--- config.mk ---
export PLATFORM = sky130hd
export DESIGN_NAME = if_id_buffer
export DESIGN_NICKNAME = d
export VERILOG_FILES = /design/src/rtl/if_id_buffer.sv
export SDC_FILE = /design/constraint.sdc
export NUM_CORES = 1
export LEC_CHECK = 0
export ABC_AREA = 1
export BUFFER_PORTS_ARGS = -buffer_cell sky130_fd_sc_hd__buf_2
export CAP_MARGIN = 20
export CELL_PAD_IN_SITES_DETAIL_PLACEMENT = 1
export CELL_PAD_IN_SITES_GLOBAL_PLACEMENT = 2
export CORE_MARGIN = 5
export CORE_UTILIZATION = 30
export DETAILED_ROUTE_END_ITERATION = 6
export PLACE_DENSITY_LB_ADDON = 0.1
export SYNTH_ARGS = -nofsm -noshare
export SYNTH_HDL_FRONTEND = slang
export SYNTH_SLANG_ARGS = --single-unit
--- constraint.sdc ---
create_clock -name clk -period 1.95 [get_ports clk]
set_input_delay 0.4875 -clock clk [delete_from_list [all_inputs] [get_ports clk]]
set_output_delay 0.4875 -clock clk [all_outputs]
set_load 0.02 [all_outputs]
--- src/rtl/if_id_buffer.sv ---
// Two-entry elastic IF/ID buffer: captures fetched PC/instruction, precomputes PC+4,
// and presents the oldest entry to decode under a valid/ready handshake.
module if_id_buffer #(
    parameter logic [31:0] NOP_INSTR = 32'h0000_0000,
    parameter logic [31:0] RESET_PC  = 32'h0000_0000
) (
    input  logic        clk,
    input  logic        rst_n,
    input  logic        flush,
    input  logic        in_valid,
    output logic        in_ready,
    input  logic [31:0] in_pc,
    input  logic [31:0] in_instr,
    output logic        out_valid,
    input  logic        out_ready,
    output logic [31:0] out_pc,
    output logic [31:0] out_instr,
    output logic [31:0] out_pc4
);

    localparam int unsigned XLEN = 32;
    localparam int unsigned CNTW = 2;

    typedef struct packed {
        logic [XLEN-1:0] pc;
        logic [XLEN-1:0] instr;
        logic [XLEN-1:0] pc4;
    } entry_t;

    localparam entry_t EMPTY_ENTRY = '{
        pc:    RESET_PC,
        instr: NOP_INSTR,
        pc4:   RESET_PC + XLEN'(4)
    };

    logic [CNTW-1:0] count_q, count_d;
    entry_t          head_q, head_d;
    entry_t          tail_q, tail_d;
    entry_t          in_entry;
    logic            push;
    logic            pop;

    // Handshake status depends only on registered occupancy.
    assign in_ready  = (count_q != CNTW'(2)) & rst_n;
    assign out_valid = (count_q != CNTW'(0));
    assign push      = in_valid & in_ready;
    assign pop       = out_valid & out_ready;

    assign in_entry = '{pc: in_pc, instr: in_instr, pc4: in_pc + XLEN'(4)};

    // Head is rewritten to the empty pattern whenever the buffer drains,
    // so the outputs can be driven straight from the head register.
    assign out_pc    = head_q.pc;
    assign out_instr = head_q.instr;
    assign out_pc4   = head_q.pc4;

    // Next-state logic for occupancy and the two entries.
    always_comb begin
        count_d = count_q;
        head_d  = head_q;
        tail_d  = tail_q;
        if (flush) begin
            count_d = CNTW'(0);
            head_d  = EMPTY_ENTRY;
            tail_d  = EMPTY_ENTRY;
        end else begin
            unique case (count_q)
                CNTW'(0): begin
                    if (push) begin
                        head_d  = in_entry;
                        count_d = CNTW'(1);
                    end
                end
                CNTW'(1): begin
                    if (push && pop) begin
                        head_d = in_entry;
                    end else if (push) begin
                        tail_d  = in_entry;
                        count_d = CNTW'(2);
                    end else if (pop) begin
                        head_d  = EMPTY_ENTRY;
                        count_d = CNTW'(0);
                    end
                end
                CNTW'(2): begin
                    if (pop) begin
                        head_d  = tail_q;
                        tail_d  = EMPTY_ENTRY;
                        count_d = CNTW'(1);
                    end
                end
                default: begin
                    count_d = CNTW'(0);
                    head_d  = EMPTY_ENTRY;
                    tail_d  = EMPTY_ENTRY;
                end
            endcase
        end
    end

    // State register with synchronous active-low reset.
    always_ff @(posedge clk) begin
        if (!rst_n) begin
            count_q <= CNTW'(0);
            head_q  <= EMPTY_ENTRY;
            tail_q  <= EMPTY_ENTRY;
        end else begin
            count_q <= count_d;
            head_q  <= head_d;
            tail_q  <= tail_d;
        end
    end

endmodule

==> metrics.md, run 1 <==
| Metric | Value |
|---|---|
| Status | `finished clean` |
| Synth Register Bits | `190` |
| Post-Synthesis Cells | `1350` |
| Clk root buf | `clkbuf_16` |
| # Max-Cap Violations | `0` |
| TritonCTS clock tree | `yes` |
| R2R Path Start | `count_q[0]$_SDFFE_PP0P_` |
| Core ar. | `28800 um^2` |
| GR Overflow Total | `0` |
| DRC | `0` |
| Most common cell after layout, fill and taps aside | `nand2_1` |
| Power Total | `0.00866 W` |
| Setup tns final | `0 ns` |
| Class of the most critical setup path | `flip-flop to primary output` |
| DIE HEIGHT | `181 um` |
| Met2 Routed Length | `14600 um` |
| Final hold slack | `0.301 ns` |
| Port bufs | `166` |
| Max IR drop VDD | `0.000514 V` |
| Post-Syn Nets | `1420` |
| Min-Delay Endpoint | `tail_q[36]$_SDFFE_PP0P_` |
| Max Clk Rate | `0.536 GHz` |
| TritonRoute pass-1 iters | `5` |
| Synth Area per Inst | `6.50 um^2` |
| Crit path time final | `1.87 ns` |
| Post-DP HPWL | `22400 um` |
| Routed Antenna Nets | `0` |
| Final WL | `32700 um` |
| Initial antenna violation count | `1` |
| Final setup vio count | `0` |
| Sink Count | `190` |
| Post-Route M1 WL | `16600 um` |
| Width of the die | `181 um` |
| Placed insts | `1890` |
| Max layer used | `met5` |
| WL per Instance | `17.0 um` |
| Worst-Margin Slew | `0.437 ns` |
| Number of global-route vias before repair | `9473` |
| WHS Path Cells | `3` |
| R2R cell count | `9` |
| Total CTS buffers | `17` |
| Max Transition Viols Final | `0` |
| Antenna Cells | `0` |
| Initial Utilization | `30.5%` |
| Sequential area share after synthesis | `43.4%` |
| RSZ-0062 raised after global routing | `no` |
| Die area | `32800 um^2` |
| Skew final | `0.0130 ns` |
| Num ports | `167` |
| Reg2Reg Setup Slack | `0.20 ns` |
| Hold buffers post-CTS | `0` |
| Share of post-route cells with drive strength above 1 | `19.1%` |
| Drt via density | `4.78` |
| Req. time, crit path | `1.46 ns` |
| Synth Warn # | `0` |
| Synthesized cell area | `8770 um^2` |
| Most frequent cells in the layout | `nand2_1, dfxtp_1, a21oi_1` |
| Leakage | `4.76 nW` |
| CP endpoint kind | `primary output` |
| WP data arrival | `1.38 ns` |
| DR vias | `9189` |
| H-tree level count | `4` |
| Area Overhead vs Synth | `26.8%` |
| Reg-to-reg endpoint | `out_pc[26]$_SDFFE_PP0P_` |
| Gr usage total | `19.8%` |
| Layout Cells excl Fill | `1922` |
| CP Launch Type | `flip-flop` |
| Worst Hold Class | `primary input to flip-flop` |
| Met3 wire len | `1280 um` |
| Synth unique cells | `30` |
| Tcrit/Tclk final | `95.7%` |
| Power density cells | `778 nW/um^2` |
| Setup Buffers After CTS | `0` |
| First-pass GRT wire length | `52500 um` |
| Worst skew pair latency | `0.45 ns` |
| Maximum root-to-sink buffer count | `2` |
| Hold Violations, Final | `0` |
| 1st-iter DRT viols | `527` |
| Largest net degree at the start of global routing | `61` |
| Max FO, Critical Path | `5` |
| Slew HR | `70.7%` |
| Hold_sp | `in_instr[4]` |
| Row count | `62` |
| CTS clk-pin slew, worst paths | `0.08 ns` |
| RD Place Congestion | `0.802` |
| Final #Nets | `1595` |
## cell type report
cell class | instances | area (um^2)
Clock buffer | 19 | 453
Clock inverter | 13 | 143
Fill cell | 3741 | 17700
Inverter | 47 | 183
Multi-Input combinational cell | 1028 | 4420
Timing Repair Buffer | 241 | 1630
Tap cell | 384 | 480
Sequential cell | 190 | 3800
## Yosys cell counts
cell type / n / share of area (%)
xnor2_1: 4 / 0.40
nor3_4: 1 / 0.19
o21ai_0: 29 / 1.7
nand4_1: 5 / 0.36
nand2_1: 616 / 26
nand3_1: 99 / 5.6
dfxtp_1: 190 / 43
nand3_2: 2 / 0.23
nand2_4: 1 / 0.13
a21oi_1: 185 / 11
nor3_1: 3 / 0.17
buf_4: 11 / 0.94
o21ai_1: 1 / 0.057
a31oi_1: 1 / 0.071
nor2_2: 2 / 0.14
nand4_4: 1 / 0.24
clkbuf_1: 44 / 1.9
a211oi_1: 1 / 0.086
inv_2: 7 / 0.30
o21bai_1: 3 / 0.26
buf_1: 2 / 0.086
o21ai_2: 1 / 0.10
o22ai_1: 2 / 0.14
or2_2: 2 / 0.14
buf_2: 28 / 1.6
nor2_1: 65 / 2.8
inv_1: 40 / 1.7
xor2_1: 2 / 0.20
ha_1: 1 / 0.14
and3_1: 1 / 0.071
## worst max path at each step
stage | startpoint | to | slack, ns | cells after the start
2_1_floorplan | in_pc[2] | out_pc4[20]$_SDFFE_PP0P_ | 0.28 | 10
6_report | count_q[0]$_SDFFE_PP0P_ | in_ready | 0.08 | 5
5_1_grt | count_q[0]$_SDFFE_PP0P_ | in_ready | 0.005 | 5
3_5_place_dp | in_pc[6] | out_pc4[27]$_SDFFE_PP0P_ | -0.08 | 12
3_3_place_gp | in_pc[3] | out_pc4[27]$_SDFFE_PP0P_ | -0.05 | 12
4_1_cts | count_q[0]$_SDFFE_PP0P_ | out_valid | 0.03 | 4
## per-stage QoR
step                area, um^2  worst slack, ns  utilization [%]
floorplan                 8770            0.283                -
global placement         10500          -0.0467             36.5
detailed placement       10500          -0.0784             36.5
CTS                      11100           0.0274             38.6
global route             11100          0.00522             38.6
finish                   11100           0.0840             38.6
## critical path, cell delays in order (launching register included)
cell	delay [ns]
dfxtp_1	0.38
inv_2	0.06
nand2_4	0.09
inv_2	0.09
nor2_1	0.13
buf_2	0.19
## routing by layer
metal	GRT usage [%]	up-vias
met5	0	-
met4	3.60	2
met3	3.66	21
met2	31.5	162
met1	28.3	4349
li1	-	4655
## registers in the layout, summed over array words and instances, names as in the netlist
| signal | count |
|---|---|
| out_instr | 32 |
| out_pc4 | 30 |
| tail_q | 94 |
| count_q | 2 |
| out_pc | 32 |
## report_power, final
part | total [W] | leakage (nW) | internal [W] | switching, W
Combinational | 0.00102 | 2.93 | 0.000338 | 0.000680
Sequential | 0.00397 | 1.54 | 0.00393 | 0.0000317
Clock | 0.00367 | 0.289 | 0.00189 | 0.00178
## cells by family (layout without fill, tap and decap cells)
family	Yosys count	after routing	synth area share, %
AOI/OAI and AO/OA	223	223	12.9
xor gates and xnor gates	6	6	0.599
adders and majority gates	1	1	0.143
buffers and inverters	132	320	6.52
DFF	190	190	43.4
and+or+nand+nor	798	798	36.5
## what timing repair did
item / 4_1_cts / 5_1_grt
resized for setup: 1 / 1
gates cloned: 0 / 0
endpoints found under the setup margin: 1 / 2
Power figures use the tool's default switching activity.
==> run 2: changes to the inputs <==
- SETUP_SLACK_MARGIN: default -> 0.3
==> metrics.md, run 2 (same netlist as run 1, synthesis figures left out) <==
| Metric | Value |
|---|---|
| Status | `finished clean` |
| CP max stage delay | `0.39 ns` |
| Hold Violations, Final | `0` |
| First-pass GRT wire length | `54500 um` |
| Most common cell after layout, fill and taps aside | `nand2_1` |
| Max Transition Viols Final | `0` |
| Row count | `62` |
| DIE HEIGHT | `181 um` |
| Largest net degree at the start of global routing | `61` |
| Max reg flops | `94` |
| Post-DP HPWL | `22500 um` |
| Total CTS buffers | `17` |
| Final #Nets | `1640` |
| Req. time, crit path | `1.46 ns` |
| Power density cells | `722 nW/um^2` |
| CTS clk-pin slew, worst paths | `0.09 ns` |
| CP Launch Type | `flip-flop` |
| WL per Instance | `18.4 um` |
| Max FO, Critical Path | `4` |
| R2R Path Start | `count_q[1]$_SDFFE_PP0P_` |
| # Max-Cap Violations | `0` |
| CP bufs+invs | `4` |
| Pre-CTS WS | `-0.104 ns` |
| Slew HR | `72.1%` |
| 1st-iter DRT viols | `605` |
| Width of the die | `181 um` |
| Share of post-route cells with drive strength above 1 | `22.4%` |
| Hold_sp | `in_instr[4]` |
| Crit path time final | `1.82 ns` |
| Worst Hold Class | `primary input to flip-flop` |
| Antenna Cells | `0` |
| WHS Path Cells | `3` |
| Tcrit/Tclk final | `93.2%` |
| Initial Utilization | `30.5%` |
| Core ar. | `28800 um^2` |
| Worst path cell trace | `inv_2, nand2_4, buf_8, inv_8, nor2_4, buf_6` |
| Clk root buf | `clkbuf_16` |
| R2R cell count | `9` |
| TritonRoute pass-1 iters | `6` |
| Gr usage total | `20.8%` |
| Skew final | `0.0171 ns` |
| Num ports | `167` |
| Final setup vio count | `0` |
| Worst skew pair latency | `0.45 ns` |
| Reg2Reg Setup Slack | `0.18 ns` |
| Fillers | `3688` |
| Final WL | `36300 um` |
| Sink Count | `190` |
| Class of the most critical setup path | `flip-flop to primary output` |
| Worst-Margin Slew | `0.417 ns` |
| Crit path max-delay family | `flip-flops` |
| Final worst slack | `0.133 ns` |
| CP endpoint kind | `primary output` |
| Area Overhead vs Synth | `36.0%` |
| RD Place Congestion | `0.797` |
| Drt via density | `4.85` |
| Maximum root-to-sink buffer count | `2` |
| Max IR drop VDD | `0.000487 V` |
| Min-Delay Endpoint | `tail_q[36]$_SDFFE_PP0P_` |
| Leakage | `5.14 nW` |
| Routed Antenna Nets | `0` |
| Die area | `32800 um^2` |
| Reg-to-reg endpoint | `tail_q[39]$_SDFFE_PP0P_` |
| Initial antenna violation count | `1` |
| Max Clk Rate | `0.550 GHz` |
| TritonCTS clock tree | `yes` |
| Port bufs | `166` |
| DRC | `0` |
| H-tree level count | `4` |
| GR Overflow Total | `0` |
| WP data arrival | `1.33 ns` |
| RSZ-0062 raised after global routing | `yes` |
| Most frequent cells in the layout | `nand2_1, dfxtp_1, a21oi_1` |
| Instance count on the critical path | `6` |
| Reg with most FFs | `tail_q` |
| Hold buffers post-CTS | `0` |
| Number of global-route vias before repair | `9379` |
| DR vias | `9532` |
| Setup tns final | `0 ns` |
| CP max stage cell | `dfxtp_4` |
[run 2: per-stage QoR]
step	instance area (um^2)	std cells	power [W]	util (%)	hold slack (ns)
global placement	10500	1894	0.00509	36.6	0.436
finish	11900	1967	0.00862	41.5	0.298
global route	11900	1967	0.00900	41.5	0.291
floorplan	8770	1350	0.00459	-	0.424
detailed placement	10500	1894	0.00509	36.6	0.445
CTS	11500	1948	0.00870	40.0	0.287
[run 2: worst reg2reg max path, stage by stage, from the launching register on]
cell and delay, ns:
dfxtp_4 0.40, inv_2 0.04, nand2_1 0.21, inv_2 0.09
nand2_1 0.15, nand3_4 0.16, buf_12 0.20, buf_6 0.14
a21oi_1 0.18, nor2_1 0.08
[run 2: cell type report]
cell class / instances / area [um^2] / share of cell area [%]
Timing Repair Buffer: 286 / 2360 / 19.8
Multi-Input combinational cell: 1028 / 4500 / 37.7
Tap cell: 384 / 480 / 4.03
Clock inverter: 14 / 121 / 1.02
Clock buffer: 18 / 439 / 3.68
Sequential cell: 190 / 3810 / 31.9
Inverter: 47 / 216 / 1.81
[run 2: how the worst max path moves through the flow]
stage                                  from  slack [ns]                       end
floorplan           count_q[0]$_SDFFE_PP0P_        0.34                  in_ready
detailed placement                 in_pc[3]       -0.10  out_pc4[10]$_SDFFE_PP0P_
finish              count_q[0]$_SDFFE_PP0P_        0.13                  in_ready
global placement                   in_pc[3]       -0.05  out_pc4[10]$_SDFFE_PP0P_
global route        count_q[0]$_SDFFE_PP0P_        0.05   tail_q[68]$_SDFFE_PP0P_
CTS                 count_q[0]$_SDFFE_PP0P_        0.15                  in_ready
[run 2: report_power, final]
group / internal, W / total, W / switching [W] / leakage (nW)
clock: 0.00172 / 0.00352 / 0.00180 / 0.278
sequential: 0.00393 / 0.00396 / 0.0000321 / 1.54
combinational: 0.000406 / 0.00113 / 0.000724 / 3.33
total: 0.00606 / 0.00862 / 0.00255 / 5.14
[run 2: repair_timing]
item	CTS	global route
endpoints found under the setup margin	189	188
resized for setup	43	30
gates cloned	7	11
buffers inserted	15	8
pin swaps	2	3
endpoints found under the hold margin	0	0
[run 2: routing by layer]
metal  share of wire [%]  vias to the layer above  track usage (%)  wire (um)
li1                    -                     4762                -          -
met1                  50                     4574             30.2      18100
met2                  45                      175             32.9      16400
met3                 4.0                       19             3.46       1430
met4                0.66                        2             3.84        240
met5               0.019                        -                0          7
